==> src/rtl/seq_vector_sequencer_if.sv <==
// Host/datapath-facing signal bundle for the vector sequencer.
// The slave modport is the sequencer's view; the master modport is the host/bench view.
interface seq_vector_sequencer_if;
    logic       WR_EN;
    logic [2:0] WR_ADDR;
    logic [1:0] WR_DATA;
    logic [3:0] LEN;
    logic       START;
    logic       ABORT;
    logic       BUSY;
    logic       DONE;
    logic       A_OUT;
    logic       B_OUT;
    logic       Z_IN;
    logic [7:0] Z_LOG;

    modport slave (
        input  WR_EN, WR_ADDR, WR_DATA, LEN, START, ABORT, Z_IN,
        output BUSY, DONE, A_OUT, B_OUT, Z_LOG
    );

    modport master (
        output WR_EN, WR_ADDR, WR_DATA, LEN, START, ABORT, Z_IN,
        input  BUSY, DONE, A_OUT, B_OUT, Z_LOG
    );
endinterface

==> src/rtl/seq_vector_sequencer.sv <==
// Plays a stored list of {A,B} vectors, each held for HOLD cycles, and logs Z at
// the last edge of every hold window. All outputs come straight from registers.
module seq_vector_sequencer #(
    parameter int DEPTH = 8,
    parameter int HOLD  = 2
) (
    input  logic                        CLK,
    input  logic                        RST_N,
    seq_vector_sequencer_if.slave       bus
);

    localparam int HW = (HOLD > 1) ? $clog2(HOLD) : 1;

    typedef enum logic [1:0] {
        S_IDLE = 2'd0,
        S_RUN  = 2'd1,
        S_DONE = 2'd2
    } state_e;

    state_e          state_q, state_d;
    logic [1:0]      mem_q [DEPTH];
    logic [2:0]      idx_q, idx_d;
    logic [HW-1:0]   hcnt_q, hcnt_d;
    logic [3:0]      len_q, len_d;
    logic [7:0]      zlog_q, zlog_d;
    logic            busy_q, busy_d;
    logic            done_q, done_d;
    logic            a_q, a_d;
    logic            b_q, b_d;

    logic [3:0]      len_clamp;
    logic            wr_ok;
    logic            last_vec;

    assign len_clamp = (bus.LEN > 4'd8) ? 4'd8 : bus.LEN;
    assign wr_ok     = bus.WR_EN && (state_q != S_RUN);
    assign last_vec  = ({1'b0, idx_q} == (len_q - 4'd1));

    // NOTE: the vector store must read back as zero after reset, so it is reset
    // slot by slot like any other register rather than left as uninitialised RAM.
    always_ff @(posedge CLK or negedge RST_N) begin
        if (!RST_N) begin
            for (int i = 0; i < DEPTH; i++) begin
                mem_q[i] <= 2'b00;
            end
        end else if (wr_ok) begin
            mem_q[bus.WR_ADDR] <= bus.WR_DATA;
        end
    end

    always_comb begin
        // NOTE: every variable gets a default first so no path leaves it unassigned,
        // which would otherwise infer a latch.
        state_d = state_q;
        idx_d   = idx_q;
        hcnt_d  = hcnt_q;
        len_d   = len_q;
        zlog_d  = zlog_q;

        unique case (state_q)
            S_IDLE: begin
                if (bus.START) begin
                    zlog_d  = 8'h00;
                    len_d   = len_clamp;
                    idx_d   = 3'd0;
                    hcnt_d  = '0;
                    state_d = (len_clamp == 4'd0) ? S_DONE : S_RUN;
                end
            end
            S_RUN: begin
                if (bus.ABORT) begin
                    // A capture falling on the abort edge is dropped on purpose.
                    state_d = S_IDLE;
                    idx_d   = 3'd0;
                    hcnt_d  = '0;
                end else if (hcnt_q == HW'(HOLD - 1)) begin
                    zlog_d[idx_q] = bus.Z_IN;
                    hcnt_d        = '0;
                    if (last_vec) begin
                        state_d = S_DONE;
                        idx_d   = 3'd0;
                    end else begin
                        idx_d = idx_q + 3'd1;
                    end
                end else begin
                    hcnt_d = hcnt_q + 1'b1;
                end
            end
            S_DONE: begin
                state_d = S_IDLE;
            end
            default: begin
                state_d = S_IDLE;
            end
        endcase

        // Outputs are decoded from the next state so they are registered yet aligned.
        busy_d     = (state_d == S_RUN);
        done_d     = (state_d == S_DONE);
        {a_d, b_d} = busy_d ? mem_q[idx_d] : 2'b00;
    end

    // NOTE: sequential state uses non-blocking assignments so every register
    // samples pre-edge values regardless of statement order.
    always_ff @(posedge CLK or negedge RST_N) begin
        if (!RST_N) begin
            state_q <= S_IDLE;
            idx_q   <= 3'd0;
            hcnt_q  <= '0;
            len_q   <= 4'd0;
            zlog_q  <= 8'h00;
            busy_q  <= 1'b0;
            done_q  <= 1'b0;
            a_q     <= 1'b0;
            b_q     <= 1'b0;
        end else begin
            state_q <= state_d;
            idx_q   <= idx_d;
            hcnt_q  <= hcnt_d;
            len_q   <= len_d;
            zlog_q  <= zlog_d;
            busy_q  <= busy_d;
            done_q  <= done_d;
            a_q     <= a_d;
            b_q     <= b_d;
        end
    end

    assign bus.BUSY  = busy_q;
    assign bus.DONE  = done_q;
    assign bus.A_OUT = a_q;
    assign bus.B_OUT = b_q;
    assign bus.Z_LOG = zlog_q;

endmodule

==> src/flat_wrapper.sv <==
// flat-port wrapper written by rule: the top's interface ports become plain ports
module seq_vector_sequencer_flat 
#(
    parameter int DEPTH = 8,
    parameter int HOLD  = 2
)
  (CLK, RST_N, bus_WR_EN, bus_WR_ADDR, bus_WR_DATA, bus_LEN, bus_START, bus_ABORT, bus_Z_IN, bus_BUSY, bus_DONE, bus_A_OUT, bus_B_OUT, bus_Z_LOG);
  seq_vector_sequencer_if bus_i ();
  input  logic CLK;
  input  logic RST_N;
  input wire logic [$bits(bus_i.WR_EN)-1:0] bus_WR_EN;
  input wire logic [$bits(bus_i.WR_ADDR)-1:0] bus_WR_ADDR;
  input wire logic [$bits(bus_i.WR_DATA)-1:0] bus_WR_DATA;
  input wire logic [$bits(bus_i.LEN)-1:0] bus_LEN;
  input wire logic [$bits(bus_i.START)-1:0] bus_START;
  input wire logic [$bits(bus_i.ABORT)-1:0] bus_ABORT;
  input wire logic [$bits(bus_i.Z_IN)-1:0] bus_Z_IN;
  output wire logic [$bits(bus_i.BUSY)-1:0] bus_BUSY;
  output wire logic [$bits(bus_i.DONE)-1:0] bus_DONE;
  output wire logic [$bits(bus_i.A_OUT)-1:0] bus_A_OUT;
  output wire logic [$bits(bus_i.B_OUT)-1:0] bus_B_OUT;
  output wire logic [$bits(bus_i.Z_LOG)-1:0] bus_Z_LOG;
  assign bus_i.WR_EN = bus_WR_EN;
  assign bus_i.WR_ADDR = bus_WR_ADDR;
  assign bus_i.WR_DATA = bus_WR_DATA;
  assign bus_i.LEN = bus_LEN;
  assign bus_i.START = bus_START;
  assign bus_i.ABORT = bus_ABORT;
  assign bus_i.Z_IN = bus_Z_IN;
  assign bus_BUSY = bus_i.BUSY;
  assign bus_DONE = bus_i.DONE;
  assign bus_A_OUT = bus_i.A_OUT;
  assign bus_B_OUT = bus_i.B_OUT;
  assign bus_Z_LOG = bus_i.Z_LOG;
  seq_vector_sequencer #(.DEPTH(DEPTH), .HOLD(HOLD)) u_core (.CLK(CLK), .RST_N(RST_N), .bus(bus_i));
endmodule
==> config.mk <==
export PLATFORM = sky130hd
export DESIGN_NAME = seq_vector_sequencer_flat
export DESIGN_NICKNAME = d
export VERILOG_FILES = /design/src/rtl/seq_vector_sequencer_if.sv /design/src/rtl/seq_vector_sequencer.sv /design/src/flat_wrapper.sv
export SDC_FILE = /design/constraint.sdc
export NUM_CORES = 1
export LEC_CHECK = 0
export CAP_MARGIN = 5
export CORE_MARGIN = 5
export CORE_UTILIZATION = 58
export DETAILED_ROUTE_END_ITERATION = 10
export PLACE_DENSITY = 0.9
export SLEW_MARGIN = 20
export SYNTH_ARGS = -nofsm -noshare
export SYNTH_HDL_FRONTEND = slang
export SYNTH_SLANG_ARGS = --single-unit
==> constraint.sdc <==
create_clock -name CLK -period 6 [get_ports CLK]
set_input_delay 0.9 -clock CLK [delete_from_list [all_inputs] [get_ports CLK]]
set_output_delay 0.9 -clock CLK [all_outputs]
set_load 0.05 [all_outputs]
==> results.yml <==
status:
  outcome: "finished, final reports clean"
global_routing:
  grt_pass1_vias: 1509
  overflow: 0
  grt_pass1_wl_um: 6780
  antenna_found_initial: 0
  grt_max_degree: 39
  grt_usage_pct: 19.9
logic_synthesis:
  synth_warnings: 0
  ys_top_cells_by_area: "dfrtp_1 (49%), mux2_2 (10%), mux2i_1 (4.6%), o21ai_0 (4.6%), nand2_1 (3.6%)"
  yosysUniqueCellTypes: 40
  synth_edf_count: 0
  synth-seq-cells: 38
  ys_seq_area_share_pct: 48.5
  yosys-top-cells-count: "dfrtp_1 (38), nand2_1 (19), mux2_2 (18), o21ai_0 (18), nor2_1 (13)"
  synth.top_cell.area_share_pct: 48.5
  yosys.area.top_type: "dfrtp_1"
  ys.flop_type: "dfrtp_1"
  async_flop_share_pct: 100
  netlist_area_um2: 1960
  post-synth-top-count-cell: "dfrtp_1"
  synthCells: 185
  syn_avg_cell_area_um2: 10.6
  syn-num-nets: 202
power_and_ir_drop:
  total_power_uw: 720
  combPwrFrac_pct: 28.3
  swShare_pct: 31.7
  switchingPower_uw: 228
  p_int_uw: 492
  seqPwrFrac_pct: 47.9
  p_clk_share_pct: 23.8
  ir_drop_uv: 173
  power.density_nw_per_um2: 311
  p_leak_nw: 0.999
timing:
  rsz0062_at_grt: "no"
  final_max_slew_viol_count: 0
  hold_violations: 0
  whs_ps: 514
  fin_skew_ps: 15.0
  final.setup.tns_ps: 0
  finalCriticalPeriod_ps: 2740
  tightest_slew_ps: 812
  fmax_ghz: 0.365
  finalSetupViolations: 0
  relSlewSlack_pct: 45.9
  finalCritPeriodShare_pct: 45.7
detailed_routing:
  dr.pass1.iters: 4
  first_iter_violations: 232
  vias: 1509
  ant_nets: 0
  drc: 0
  viasPerCell: 5.83
  wirelength_um: 4040
  routedWlPerCell_um: 15.6
floorplan:
  die_height_um: 68.1
  die_w_um: 68.1
  core-area_um2: 3310
  initial_core_util_pct: 59.2
  die-area_um2: 4640
  ios: 27
  num_rows: 21
worst_setup_path:
  r2r-start: "u_core.len_q[0]$_DFFE_PN0P_"
  crit_type: "in2reg"
  reg2regPathDepth: 10
  cp_num_buf_inv: 2
  cpMaxStageDelayCell: "clkdlybuf4s50_1"
  startpoint_type: "input pin"
  path_common_cell: "and4_1"
  reg2reg_slack_ps: 3500
  required_ps: 6250
  regToRegEndpoint: "u_core.bus.A_OUT$_DFF_PN0_"
  cp_slowest_stage_delay_ps: 490
  path_max_fanout: 6
  arrival_ps: 2990
  critPathTopFamily: "simple AND/OR/NAND/NOR gates"
  cp-end-kind: "flop"
  crit_chain: "clkdlybuf4s50_1, o21bai_2, nand2_1, and4_1, or2_1, clkinv_8, mux2i_1, a22oi_1, and4_1"
clock_network:
  clk_latency_ps: 350
  cts_tree: "done"
  cts_setup_buffers: 0
  clock_sinks: 38
  htreeDepth: 2
  postCtsResizedCells: 0
  holdBufCountCts: 0
  cts_buffer_depth: 2
  cts_buffers: 5
  root_buffer: "clkbuf_4"
  clkSlewWorstSetupHoldPaths_ps: 110
layout:
  ff_latch_area_um2: 951
  antenna_cells: 0
  final_nets: 229
  multi_input_area_um2: 942
  nFillCells: 264
  syn2layout_area_growth_pct: 18.1
  layout-drive-gt1-share_pct: 14.1
job:
  drv_cap: 0
worst_hold_path:
  min-delay-start: "u_core.mem_q[11]$_DFFE_PN0P_"
  whs_path_depth: 1
  hold_end: "u_core.mem_q[11]$_DFFE_PN0P_"
  hold_path.class: "reg2reg"
placement:
  io_buffer_count: 26
  gp_congestion: 0.865
  dp_hpwl_um: 2960
==> power by group through the flow <==
stage	combinational (mW)	clock [mW]	sequential, mW
floorplan	0.132	0	0.360
global placement	0.195	0	0.350
detailed placement	0.204	0	0.351
CTS	0.205	0.172	0.346
global route	0.225	0.184	0.352
finish	0.204	0.171	0.345
==> per-layer routing <==
layer  track usage [%]  up-vias  share of wire [%]
met5                 0        -                  0
met4              6.70        0                1.4
met3              7.55        6                7.3
met2              32.5       58                 50
met1              24.0      727                 41
li1                  -      718                  -
==> cells in the final DEF, fill, tap and decap left out, types with 3 or more instances in the layout <==
| cell | netlist | layout |
|---|---|---|
| mux2i_1 | 9 | 9 |
| xor2_1 | 3 | 3 |
| clkdlybuf4s50_1 | 0 | 25 |
| inv_1 | 5 | 5 |
| o21ai_0 | 18 | 18 |
| nand2b_1 | 6 | 6 |
| nand2_1 | 19 | 19 |
| a21oi_1 | 4 | 4 |
| a31oi_1 | 4 | 4 |
| and3_1 | 3 | 3 |
| nor3b_1 | 3 | 3 |
| nor2_1 | 13 | 13 |
| mux2_2 | 18 | 18 |
| and4_1 | 3 | 3 |
| dfrtp_1 | 38 | 38 |
| clkbuf_4 | 0 | 5 |
| a22oi_1 | 3 | 3 |
| nand3b_1 | 3 | 3 |
==> cells by family (layout without fill, tap and decap cells) <==
family	after synthesis	after routing	share of synthesized area, %
flip-flops	38	38	48.5
AO/OA/AOI/OAI	41	41	13.3
multiplexers	27	27	14.9
adder cells (fa/ha/maj)	2	2	1.28
AND/OR/NAND/NOR	60	60	16.3
buffers and inverters	12	40	3.45
XOR/XNOR	5	5	2.23
==> cell type report <==
| type | count | area share [%] |
|---|---|---|
| Sequential cell | 38 | 41.1 |
| Clock buffer | 7 | 1.94 |
| Clock inverter | 1 | 1.30 |
| Multi-Input combinational cell | 135 | 40.7 |
| Inverter | 6 | 1.51 |
| Timing Repair Buffer | 26 | 11.0 |
| Tap cell | 46 | 2.49 |
==> worst max path at each step <==
stage,startpoint,to,cells after the start
2_1_floorplan,bus_START,u_core.bus.A_OUT$_DFF_PN0_,9
3_3_place_gp,bus_START,u_core.bus.A_OUT$_DFF_PN0_,9
3_5_place_dp,bus_START,u_core.bus.A_OUT$_DFF_PN0_,9
4_1_cts,bus_START,u_core.bus.A_OUT$_DFF_PN0_,9
5_1_grt,bus_START,u_core.bus.A_OUT$_DFF_PN0_,9
6_report,bus_START,u_core.bus.A_OUT$_DFF_PN0_,9
==> flip-flops by register name (all words and copies together) (netlist names) <==
signal / flops
u_core.bus.B_OUT: 1
u_core.bus.A_OUT: 1
u_core.hcnt_q: 1
u_core.bus.BUSY: 1
u_core.idx_q: 3
u_core.mem_q: 16
u_core.bus.DONE: 1
u_core.state_q: 2
u_core.len_q: 4
u_core.bus.Z_LOG: 8
==> stage by stage <==
stage          instances  area [µm²]  utilization, %  setup WS (ps)
3_5_place_dp         251        2240            67.7           2920
4_1_cts              259        2320            70.0           3290
3_3_place_gp         251        2240            67.7           3020
5_1_grt              259        2320            70.0           3130
6_report             259        2320            70.0           3260
2_1_floorplan        185        1960               -           3700
(Power assumes the default switching activity.)
